File: src/rtl/beam_s2mm_framer_if.sv
// beam_s2mm_framer_if
//   One AXI4-Stream lane as used by the beam framer.
//   tdata  : DATA_W bits of payload (8 x 16-bit samples at DATA_W = 128)
//   tkeep  : byte enables, DATA_W/8 bits
//   tlast  : end-of-frame marker
//   tvalid : source has a beat
//   tready : sink accepts the beat
//   master : drives tdata/tkeep/tlast/tvalid, samples tready
//   slave  : samples tdata/tkeep/tlast/tvalid, drives tready
interface beam_s2mm_framer_if #(
  parameter int unsigned DATA_W = 128
);
  logic [DATA_W-1:0]   tdata;
  logic [DATA_W/8-1:0] tkeep;
  logic                tlast;
  logic                tvalid;
  logic                tready;

  modport master (output tdata, tkeep, tlast, tvalid, input tready);
  modport slave  (input tdata, tkeep, tlast, tvalid, output tready);
endinterface

File: src/rtl/beam_s2mm_framer.sv
// beam_s2mm_framer
//   Frames the combined beam (real and imaginary AXI4-Stream lanes) into
//   fixed FRAME_BEATS-beat frames for two S2MM DMA channels. The input lanes
//   are accepted jointly so they never slip; each lane is buffered in its own
//   FIFO so the two DMA channels can drain independently. A start/stop FSM
//   gates capture so that only whole frames are ever emitted.
//
//   clock, reset        : single rising-edge clock, synchronous active-high reset
//   start, stop         : single-cycle control pulses
//   busy                : capture active or data still buffered
//   frame_count         : complete frames accepted since reset (wraps)
//   s_axis_real/imag    : beam input lanes (slave; tkeep/tlast ignored)
//   m_axis_real/imag_s2mm : framed output lanes to the DMA (master)
module beam_s2mm_framer #(
  parameter int unsigned DATA_W      = 128,
  parameter int unsigned FRAME_BEATS = 256,
  parameter int unsigned FIFO_DEPTH  = 4
) (
  input  logic                      clock,
  input  logic                      reset,
  input  logic                      start,
  input  logic                      stop,
  output logic                      busy,
  output logic [31:0]               frame_count,
  beam_s2mm_framer_if.slave         s_axis_real,
  beam_s2mm_framer_if.slave         s_axis_imag,
  beam_s2mm_framer_if.master        m_axis_real_s2mm,
  beam_s2mm_framer_if.master        m_axis_imag_s2mm
);
  localparam int unsigned CW = $clog2(FRAME_BEATS);
  localparam int unsigned AW = $clog2(FIFO_DEPTH);
  localparam logic [CW-1:0] LAST_BEAT = CW'(FRAME_BEATS - 1);
  localparam logic [AW:0]   FULL_CNT  = (AW+1)'(FIFO_DEPTH);

  typedef enum logic [1:0] {IDLE, RUN, STOPPING} state_t;

  state_t            state, state_nx;
  logic [CW-1:0]     beat_cnt;
  logic              clear_cnt;
  logic              can_acc;
  logic              accept;
  logic              tlast_i;
  logic              at_boundary;
  logic [1:0]        full;
  logic [1:0]        empty;
  logic [1:0]        out_ready;
  logic [1:0]        head_last;
  logic [DATA_W-1:0] in_data   [2];
  logic [DATA_W-1:0] head_data [2];
  logic              unused_in;

  // Input-side tkeep/tlast carry no information for this stage.
  assign unused_in = ^{s_axis_real.tkeep, s_axis_real.tlast,
                       s_axis_imag.tkeep, s_axis_imag.tlast};

  assign in_data[0] = s_axis_real.tdata;
  assign in_data[1] = s_axis_imag.tdata;
  assign out_ready  = {m_axis_imag_s2mm.tready, m_axis_real_s2mm.tready};

  // Joint handshake: each lane's tready waits for the other lane's tvalid.
  assign can_acc            = (state != IDLE) && !full[0] && !full[1];
  assign s_axis_real.tready = can_acc && s_axis_imag.tvalid;
  assign s_axis_imag.tready = can_acc && s_axis_real.tvalid;
  assign accept             = can_acc && s_axis_real.tvalid && s_axis_imag.tvalid;
  assign tlast_i            = (beat_cnt == LAST_BEAT);

  // The frame boundary as seen after this cycle: a stop that lands on the
  // cycle a frame completes (or while no frame is open) closes capture at
  // once rather than opening another full frame.
  assign at_boundary = accept ? tlast_i : (beat_cnt == '0);

  always_comb begin
    state_nx  = state;
    clear_cnt = 1'b0;
    unique case (state)
      IDLE: begin
        if (start) begin
          state_nx  = RUN;
          clear_cnt = 1'b1;
        end
      end
      RUN: begin
        if (stop) state_nx = at_boundary ? IDLE : STOPPING;
      end
      STOPPING: begin
        if (accept && tlast_i) state_nx = IDLE;
      end
      default: state_nx = IDLE;
    endcase
  end

  always_ff @(posedge clock) begin
    if (reset) begin
      state       <= IDLE;
      beat_cnt    <= '0;
      frame_count <= '0;
    end else begin
      state <= state_nx;
      if (clear_cnt)   beat_cnt <= '0;
      else if (accept) beat_cnt <= tlast_i ? '0 : beat_cnt + CW'(1);
      if (accept && tlast_i) frame_count <= frame_count + 32'd1;
    end
  end

  // Per-lane FIFO of {tlast, tdata}; pushes are gated by can_acc so no push
  // happens at full even if the same lane pops in that cycle.
  for (genvar l = 0; l < 2; l++) begin : g_lane
    logic [DATA_W:0] mem [FIFO_DEPTH];
    logic [AW-1:0]   wr_ptr;
    logic [AW-1:0]   rd_ptr;
    logic [AW:0]     count;
    logic            pop;

    assign pop          = (count != '0) && out_ready[l];
    assign full[l]      = (count == FULL_CNT);
    assign empty[l]     = (count == '0);
    assign head_data[l] = mem[rd_ptr][DATA_W-1:0];
    assign head_last[l] = mem[rd_ptr][DATA_W];

    always_ff @(posedge clock) begin
      if (reset) begin
        wr_ptr <= '0;
        rd_ptr <= '0;
        count  <= '0;
      end else begin
        if (accept) begin
          mem[wr_ptr] <= {tlast_i, in_data[l]};
          wr_ptr      <= wr_ptr + AW'(1);
        end
        if (pop) rd_ptr <= rd_ptr + AW'(1);
        case ({accept, pop})
          2'b10:   count <= count + (AW+1)'(1);
          2'b01:   count <= count - (AW+1)'(1);
          default: count <= count;
        endcase
      end
    end
  end

  // Outputs are forced to zero while a lane is empty so nothing stale leaks.
  assign m_axis_real_s2mm.tvalid = !empty[0];
  assign m_axis_real_s2mm.tdata  = empty[0] ? '0 : head_data[0];
  assign m_axis_real_s2mm.tlast  = !empty[0] && head_last[0];
  assign m_axis_real_s2mm.tkeep  = empty[0] ? '0 : '1;

  assign m_axis_imag_s2mm.tvalid = !empty[1];
  assign m_axis_imag_s2mm.tdata  = empty[1] ? '0 : head_data[1];
  assign m_axis_imag_s2mm.tlast  = !empty[1] && head_last[1];
  assign m_axis_imag_s2mm.tkeep  = empty[1] ? '0 : '1;

  assign busy = (state != IDLE) || !empty[0] || !empty[1];
endmodule

File: src/flat_wrapper.sv
// flat-port wrapper written by rule: the top's interface ports become plain ports
module beam_s2mm_framer_flat 
#(
  parameter int unsigned DATA_W      = 128,
  parameter int unsigned FRAME_BEATS = 256,
  parameter int unsigned FIFO_DEPTH  = 4
)
  (clock, reset, start, stop, busy, frame_count, s_axis_real_tdata, s_axis_real_tkeep, s_axis_real_tlast, s_axis_real_tvalid, s_axis_real_tready, s_axis_imag_tdata, s_axis_imag_tkeep, s_axis_imag_tlast, s_axis_imag_tvalid, s_axis_imag_tready, m_axis_real_s2mm_tdata, m_axis_real_s2mm_tkeep, m_axis_real_s2mm_tlast, m_axis_real_s2mm_tvalid, m_axis_real_s2mm_tready, m_axis_imag_s2mm_tdata, m_axis_imag_s2mm_tkeep, m_axis_imag_s2mm_tlast, m_axis_imag_s2mm_tvalid, m_axis_imag_s2mm_tready);
  beam_s2mm_framer_if #(.DATA_W(DATA_W)) s_axis_real_i ();
  beam_s2mm_framer_if #(.DATA_W(DATA_W)) s_axis_imag_i ();
  beam_s2mm_framer_if #(.DATA_W(DATA_W)) m_axis_real_s2mm_i ();
  beam_s2mm_framer_if #(.DATA_W(DATA_W)) m_axis_imag_s2mm_i ();
  input  logic clock;
  input  logic reset;
  input  logic start;
  input  logic stop;
  output logic busy;
  output logic [31:0] frame_count;
  input wire logic [$bits(s_axis_real_i.tdata)-1:0] s_axis_real_tdata;
  input wire logic [$bits(s_axis_real_i.tkeep)-1:0] s_axis_real_tkeep;
  input wire logic [$bits(s_axis_real_i.tlast)-1:0] s_axis_real_tlast;
  input wire logic [$bits(s_axis_real_i.tvalid)-1:0] s_axis_real_tvalid;
  output wire logic [$bits(s_axis_real_i.tready)-1:0] s_axis_real_tready;
  input wire logic [$bits(s_axis_imag_i.tdata)-1:0] s_axis_imag_tdata;
  input wire logic [$bits(s_axis_imag_i.tkeep)-1:0] s_axis_imag_tkeep;
  input wire logic [$bits(s_axis_imag_i.tlast)-1:0] s_axis_imag_tlast;
  input wire logic [$bits(s_axis_imag_i.tvalid)-1:0] s_axis_imag_tvalid;
  output wire logic [$bits(s_axis_imag_i.tready)-1:0] s_axis_imag_tready;
  output wire logic [$bits(m_axis_real_s2mm_i.tdata)-1:0] m_axis_real_s2mm_tdata;
  output wire logic [$bits(m_axis_real_s2mm_i.tkeep)-1:0] m_axis_real_s2mm_tkeep;
  output wire logic [$bits(m_axis_real_s2mm_i.tlast)-1:0] m_axis_real_s2mm_tlast;
  output wire logic [$bits(m_axis_real_s2mm_i.tvalid)-1:0] m_axis_real_s2mm_tvalid;
  input wire logic [$bits(m_axis_real_s2mm_i.tready)-1:0] m_axis_real_s2mm_tready;
  output wire logic [$bits(m_axis_imag_s2mm_i.tdata)-1:0] m_axis_imag_s2mm_tdata;
  output wire logic [$bits(m_axis_imag_s2mm_i.tkeep)-1:0] m_axis_imag_s2mm_tkeep;
  output wire logic [$bits(m_axis_imag_s2mm_i.tlast)-1:0] m_axis_imag_s2mm_tlast;
  output wire logic [$bits(m_axis_imag_s2mm_i.tvalid)-1:0] m_axis_imag_s2mm_tvalid;
  input wire logic [$bits(m_axis_imag_s2mm_i.tready)-1:0] m_axis_imag_s2mm_tready;
  assign s_axis_real_i.tdata = s_axis_real_tdata;
  assign s_axis_real_i.tkeep = s_axis_real_tkeep;
  assign s_axis_real_i.tlast = s_axis_real_tlast;
  assign s_axis_real_i.tvalid = s_axis_real_tvalid;
  assign s_axis_real_tready = s_axis_real_i.tready;
  assign s_axis_imag_i.tdata = s_axis_imag_tdata;
  assign s_axis_imag_i.tkeep = s_axis_imag_tkeep;
  assign s_axis_imag_i.tlast = s_axis_imag_tlast;
  assign s_axis_imag_i.tvalid = s_axis_imag_tvalid;
  assign s_axis_imag_tready = s_axis_imag_i.tready;
  assign m_axis_real_s2mm_tdata = m_axis_real_s2mm_i.tdata;
  assign m_axis_real_s2mm_tkeep = m_axis_real_s2mm_i.tkeep;
  assign m_axis_real_s2mm_tlast = m_axis_real_s2mm_i.tlast;
  assign m_axis_real_s2mm_tvalid = m_axis_real_s2mm_i.tvalid;
  assign m_axis_real_s2mm_i.tready = m_axis_real_s2mm_tready;
  assign m_axis_imag_s2mm_tdata = m_axis_imag_s2mm_i.tdata;
  assign m_axis_imag_s2mm_tkeep = m_axis_imag_s2mm_i.tkeep;
  assign m_axis_imag_s2mm_tlast = m_axis_imag_s2mm_i.tlast;
  assign m_axis_imag_s2mm_tvalid = m_axis_imag_s2mm_i.tvalid;
  assign m_axis_imag_s2mm_i.tready = m_axis_imag_s2mm_tready;
  beam_s2mm_framer #(.DATA_W(DATA_W), .FRAME_BEATS(FRAME_BEATS), .FIFO_DEPTH(FIFO_DEPTH)) u_core (.clock(clock), .reset(reset), .start(start), .stop(stop), .busy(busy), .frame_count(frame_count), .s_axis_real(s_axis_real_i), .s_axis_imag(s_axis_imag_i), .m_axis_real_s2mm(m_axis_real_s2mm_i), .m_axis_imag_s2mm(m_axis_imag_s2mm_i));
endmodule
File: config.mk
export PLATFORM = sky130hd
export DESIGN_NAME = beam_s2mm_framer_flat
export DESIGN_NICKNAME = d
export VERILOG_FILES = /design/src/rtl/beam_s2mm_framer_if.sv /design/src/rtl/beam_s2mm_framer.sv /design/src/flat_wrapper.sv
export SDC_FILE = /design/constraint.sdc
export NUM_CORES = 1
export LEC_CHECK = 0
export CAP_MARGIN = 20
export CORE_MARGIN = 3
export CORE_UTILIZATION = 54
export CTS_CLUSTER_SIZE = 16
export DETAILED_ROUTE_END_ITERATION = 8
export PLACE_DENSITY_LB_ADDON = 0.1
export SLEW_MARGIN = 10
export SYNTH_ARGS = -nofsm -noshare
export SYNTH_HDL_FRONTEND = slang
export SYNTH_SLANG_ARGS = --single-unit
File: constraint.sdc
create_clock -name clock -period 8 [get_ports clock]
set_clock_uncertainty 0.05 [all_clocks]
set_input_delay 2.4 -clock clock [delete_from_list [all_inputs] [get_ports clock]]
set_output_delay 2.4 -clock clock [all_outputs]
set_load 0.02 [all_outputs]
# After elaboration in Yosys (flattened, before gate mapping)
# Memory sizes are Yosys's and may differ from the RTL's. A register that Yosys moved wholly into a read port is not among the register bits.
# Cells that the tools add are included.
# totals
regBits,56
ram_bits,1032
inputBits,298
output_inout_bits,327
elab_cells,82
n_memories,2
# memory_table
name,depth,width,read_ports,rd_clocked_by_memory_dff,wr,line_no,source
u_core.g_lane[0].mem,4,129,1,1,1,beam_s2mm_framer.sv:108,logic [DATA_W:0] mem [FIFO_DEPTH];
u_core.g_lane[1].mem,4,129,1,1,1,beam_s2mm_framer.sv:108,
# classes
addsub,10
eq_ne,12
mux,22
n_reduce_logical,27
# ops
operator,count
$mux W128,2
$add A32 B1 Y32 const B,1
$mux W16,2
$mux W2,8
$pmux W3 S2,2
$logic_and A1 B1 Y1,10
$add A2 B1 Y2 const B,4
$add A8 B1 Y8 const B,1
$eq A8 B8 Y1 const B,1
$logic_not A8 Y1,1
$mux W8,1
$add A3 B1 Y3 const B,2
$eq A2 B1 Y1 const B,3
$eq A2 B2 Y1 const B,3
$eq A3 B3 Y1 const B,2
$logic_not A3 Y1,2
$mux W1,6
$pmux W2 S3,1
$reduce_bool A2 Y1,3
$reduce_bool A3 Y1,2
$sub A3 B1 Y3 const B,2
$logic_not A1 Y1,4
$ne A2 B2 Y1 const B,2
$reduce_and A3 Y1,1
other kinds (4),5

# Longest topological paths before layout
# logic_depth
ltp_word,10
ltp_mapped,13
depth_no_buf,9

# Worst setup path before layout
# Ideal clock, no wire load.
# synth_timing
path_type,input-to-reg
startpoint,in s_axis_real_tvalid
endpoint,"mem u_core.g_lane[0].mem[1][0] (netlist bit), enable pin"
setup_time_ps,503
arrival_ps,6424
t_required_ps,7447
path_slack_ps,1022
stages,8
n_path_buf,3
path_cell_list,o211a_4 > and3_1 > buf_6 > inv_4 > buf_6 > buf_4 > nor2_1 > and2_1
# synth_via
elab_chain_cells,5
# synth_rtl
element,line_no,source
from (decl),flat_wrapper.sv:22,input wire logic [$bits(s_axis_real_i.tvalid)-1:0] s_axis_real_tvalid;
$logic_and A1 B1 Y1 (2 in a row),beam_s2mm_framer.sv:64,assign accept = can_acc && s_axis_real.tvalid && s_axis_imag.tvalid;
$mux W1,beam_s2mm_framer.sv:126,if (accept) begin
$mux W1,beam_s2mm_framer.sv:121,if (reset) begin
$mux W1 (not written as such),beam_s2mm_framer.sv:127,"mem[wr_ptr] <= {tlast_i, in_data[l]};"
to (decl),beam_s2mm_framer.sv:108,
# Every way passes these cells.

# Worst setup path in the final report
# layout_timing
startpoint,in s_axis_imag_tvalid
endpoint,out s_axis_real_tready
# layout_via
elab_chain_cells,1
# layout_rtl
element,line_no,source
from (decl),flat_wrapper.sv:27,input wire logic [$bits(s_axis_imag_i.tvalid)-1:0] s_axis_imag_tvalid;
$logic_and A1 B1 Y1,beam_s2mm_framer.sv:62,assign s_axis_real.tready = can_acc && s_axis_imag.tvalid;
to (decl),flat_wrapper.sv:23,output wire logic [$bits(s_axis_real_i.tready)-1:0] s_axis_real_tready;
# Every way passes these cells.

==> metrics.txt <==
Worst Max-Slew Pin Slew 1.02 ns; final worst path period need 6.14 ns; largest net degree at the start of global routing a little over 80; DP Wirelength about 59000 um; DRC Markers 0; GRT busiest layer met2; Synth area leaders edfxtp_1 73%, mux4_2 14%, and2_1 4.0%; Yosys warnings 0; Root Driver clkbuf_16; synthesized area 0.0422 sq mm; crit path from s_axis_imag_tvalid; post-synthesis area per instance 20.7 sq um; Layout Nets 2953; unrepaired setup endpoints after global routing no; clock buffer depth 3; share of cells above drive strength 1 0.173; syn_nets 2355; Data required, critical path 5.55 ns; DIE HEIGHT ~290 um; #FFs+latches synth 1092; DR vias/cell around 5.6; Internal Power 9.85 mW; Cells after DPL 3560; WL final about 93000 um; Yosys top cell area share 0.734; CTS resizes 0; EDFF count, synth slightly above 1000; most area-hungry cell type in the Yosys netlist edfxtp_1; Vias 21200; Max-cap violations 0; Total GRT Usage 0.229; gr ovfl total 0; Crit Path Category input port to primary output; site row count a little over 100; Sum Neg Setup Slack 0 ns; routed len/inst about 25 um; Post-CTS Setup Inserts 0; Worst R2R Start u_core.g_lane[1].count[0]; fill cell count just under 5000; status finished, final reports clean; area occupied by multi-input gates ~0.0093 sq mm; Die Span X 286 um; Switching Fraction 0.232; Pre-antenna DRT Iters 5; worst-skew pair later-pin latency 0.66 ns; vias in the first global route 21900; H-tree depth 3; fin. max-slew vios 0; FF-to-FF setup slack 4.28 ns; die area just over 0.08 sq mm; TritonCTS buffer count about 110; initial antenna violation count 25; Hold Crit Start u_core.g_lane[0].wr_ptr[1]; met1 Use GR 0.296; Initial Util 0.550; ANT nets after route 0; pwr dens ~240 mW/mm^2; final hold violations 0; Top FF cell, synth edfxtp_1; crit path DAT about 3.7 ns; setup violators final 0; Ports 625; P_leak roughly 16 nW; post-synthesis sequential area ratio 0.763; clock transition at the registers of the reported paths 0.06 ns; P_sw 2.97 mW; ys async rst share 0; Logic pwr share 0.134; Area growth, synth to finish 24.5%; first-pass GRT wire length 140000 um; fin crit share 0.768; TritonCTS clock tree done; critical path capture point type primary output; Synth Instances 2042; core footprint 0.0767 sq mm; sequential share of power 0.493; DR iter-0 viols 1465; GP Congestion 0.804; startpoint types input port; Slew Limit Headroom 0.319; met2 usage 0.380; CTS Sinks ~1100; non-filler cells, final 3775; # port buffers 590; distinct cell type count after synthesis 39; CP max FO 2; hold crit path type flop to flop; VDD IR max 192 uV; met3 Usage GRT 0.0579; Clk network pwr share 0.372; Max Freq ~160 MHz; hold_buf cts 0; sequential cell area 0.0322 sq mm
==> cell usage after synthesis (10+ instances only) <==
| master | n |
|---|---|
| a21oi_1 | 24 |
| and2_1 | 271 |
| buf_1 | 14 |
| buf_2 | 30 |
| buf_4 | 34 |
| clkbuf_1 | 57 |
| dfxtp_1 | 60 |
| edfxtp_1 | 1032 |
| ha_1 | 13 |
| inv_1 | 19 |
| mux2_2 | 20 |
| mux4_2 | 258 |
| nand2_1 | 18 |
| nand3_1 | 18 |
| nand4_1 | 12 |
| nor2_1 | 42 |
| nor2b_1 | 17 |
| nor4_1 | 17 |
| o21ai_0 | 10 |
| or3_1 | 11 |
| or4_1 | 10 |
==> kinds of logic after synthesis <==
family | Yosys count | share of synthesized area
flops | 1092 | 0.763
simple gates | 439 | 0.0617
mux | 279 | 0.143
buf+inv | 157 | 0.0183
compound gates | 48 | 0.00685
fa+ha+maj | 15 | 0.00480
xor+xnor | 12 | 0.00249
==> registers in the layout, indices dropped and copies added, names as in the netlist, named ones only <==
| name | flops |
|---|---|
| u_core.frame_count | 32 |
| u_core.g_lane.mem | 1032 |
| u_core.g_lane.count | 6 |
| u_core.beat_cnt | 8 |
| u_core.g_lane.rd_ptr | 4 |
| u_core.g_lane.wr_ptr | 4 |
| u_core.state | 2 |
==> critical path, stage by stage <==
cell	delay, ns
clkdlybuf4s50_1	0.55
and2_1	0.15
clkdlybuf4s50_1	0.60
==> layout make-up <==
cell class                 count  area share
antenna                       15    0.000714
clock buffer                 148      0.0556
clock inverter                52     0.00819
inverter                      20     0.00148
multi-input combinational    793       0.176
sequential                  1092       0.613
tap                         1030      0.0245
timing repair buffer         625       0.120
==> layer usage <==
metal  part of all wire  wire, um
met1               0.38     35400
met3              0.070      6530
met5             0.0014       135
met2               0.52     48200
met4              0.032      2960
==> worst paths after layout <==
check                                     end  cells after the start
setup / recovery           s_axis_real_tready                      3
hold / removal     u_core.g_lane[0].wr_ptr[1]                      2
setup reg to reg  u_core.g_lane[0].mem[2][53]                      6
hold reg to reg    u_core.g_lane[0].wr_ptr[1]                      2
==> power by group through the flow <==
stage / Sequential, mW / Clock [mW] / Combinational, mW
floorplan: 6.41 / 0 / 0.978
global placement: 6.45 / 0 / 1.74
detailed placement: 6.45 / 0 / 1.75
CTS: 6.33 / 4.88 / 1.76
global route: 6.33 / 5.12 / 1.82
finish: 6.32 / 4.77 / 1.72
==> layout by cell type (no fill, tap or decap), drive strengths merged, types with 17 or more instances in the layout <==
cell / netlist / final
inv: 20 / 25
dfxtp: 60 / 60
nor4: 17 / 17
and2: 271 / 271
nor2b: 17 / 17
nand3: 18 / 18
buf: 80 / 36
clkinv: 0 / 42
nand2: 18 / 18
nor2: 42 / 42
clkdlybuf4s50: 0 / 589
edfxtp: 1032 / 1032
clkbuf: 57 / 148
mux2: 20 / 20
mux4: 258 / 258
a21oi: 24 / 24
==> per-stage QoR <==
step           utilization  setup WS [ns]  cell area [sq um]  hold slack (ns)  power (mW)
6_report             0.685           1.86              52600            0.451        12.8
5_1_grt              0.685           1.78              52600            0.490        13.3
4_1_cts              0.685           1.83              52500            0.453        13.0
3_5_place_dp         0.641           1.84              49200            0.444        8.19
3_3_place_gp         0.641           1.86              49200            0.426        8.18
2_1_floorplan            -           1.02              42200            0.411        7.39
Note: power is estimated with default switching activity, not from simulation.
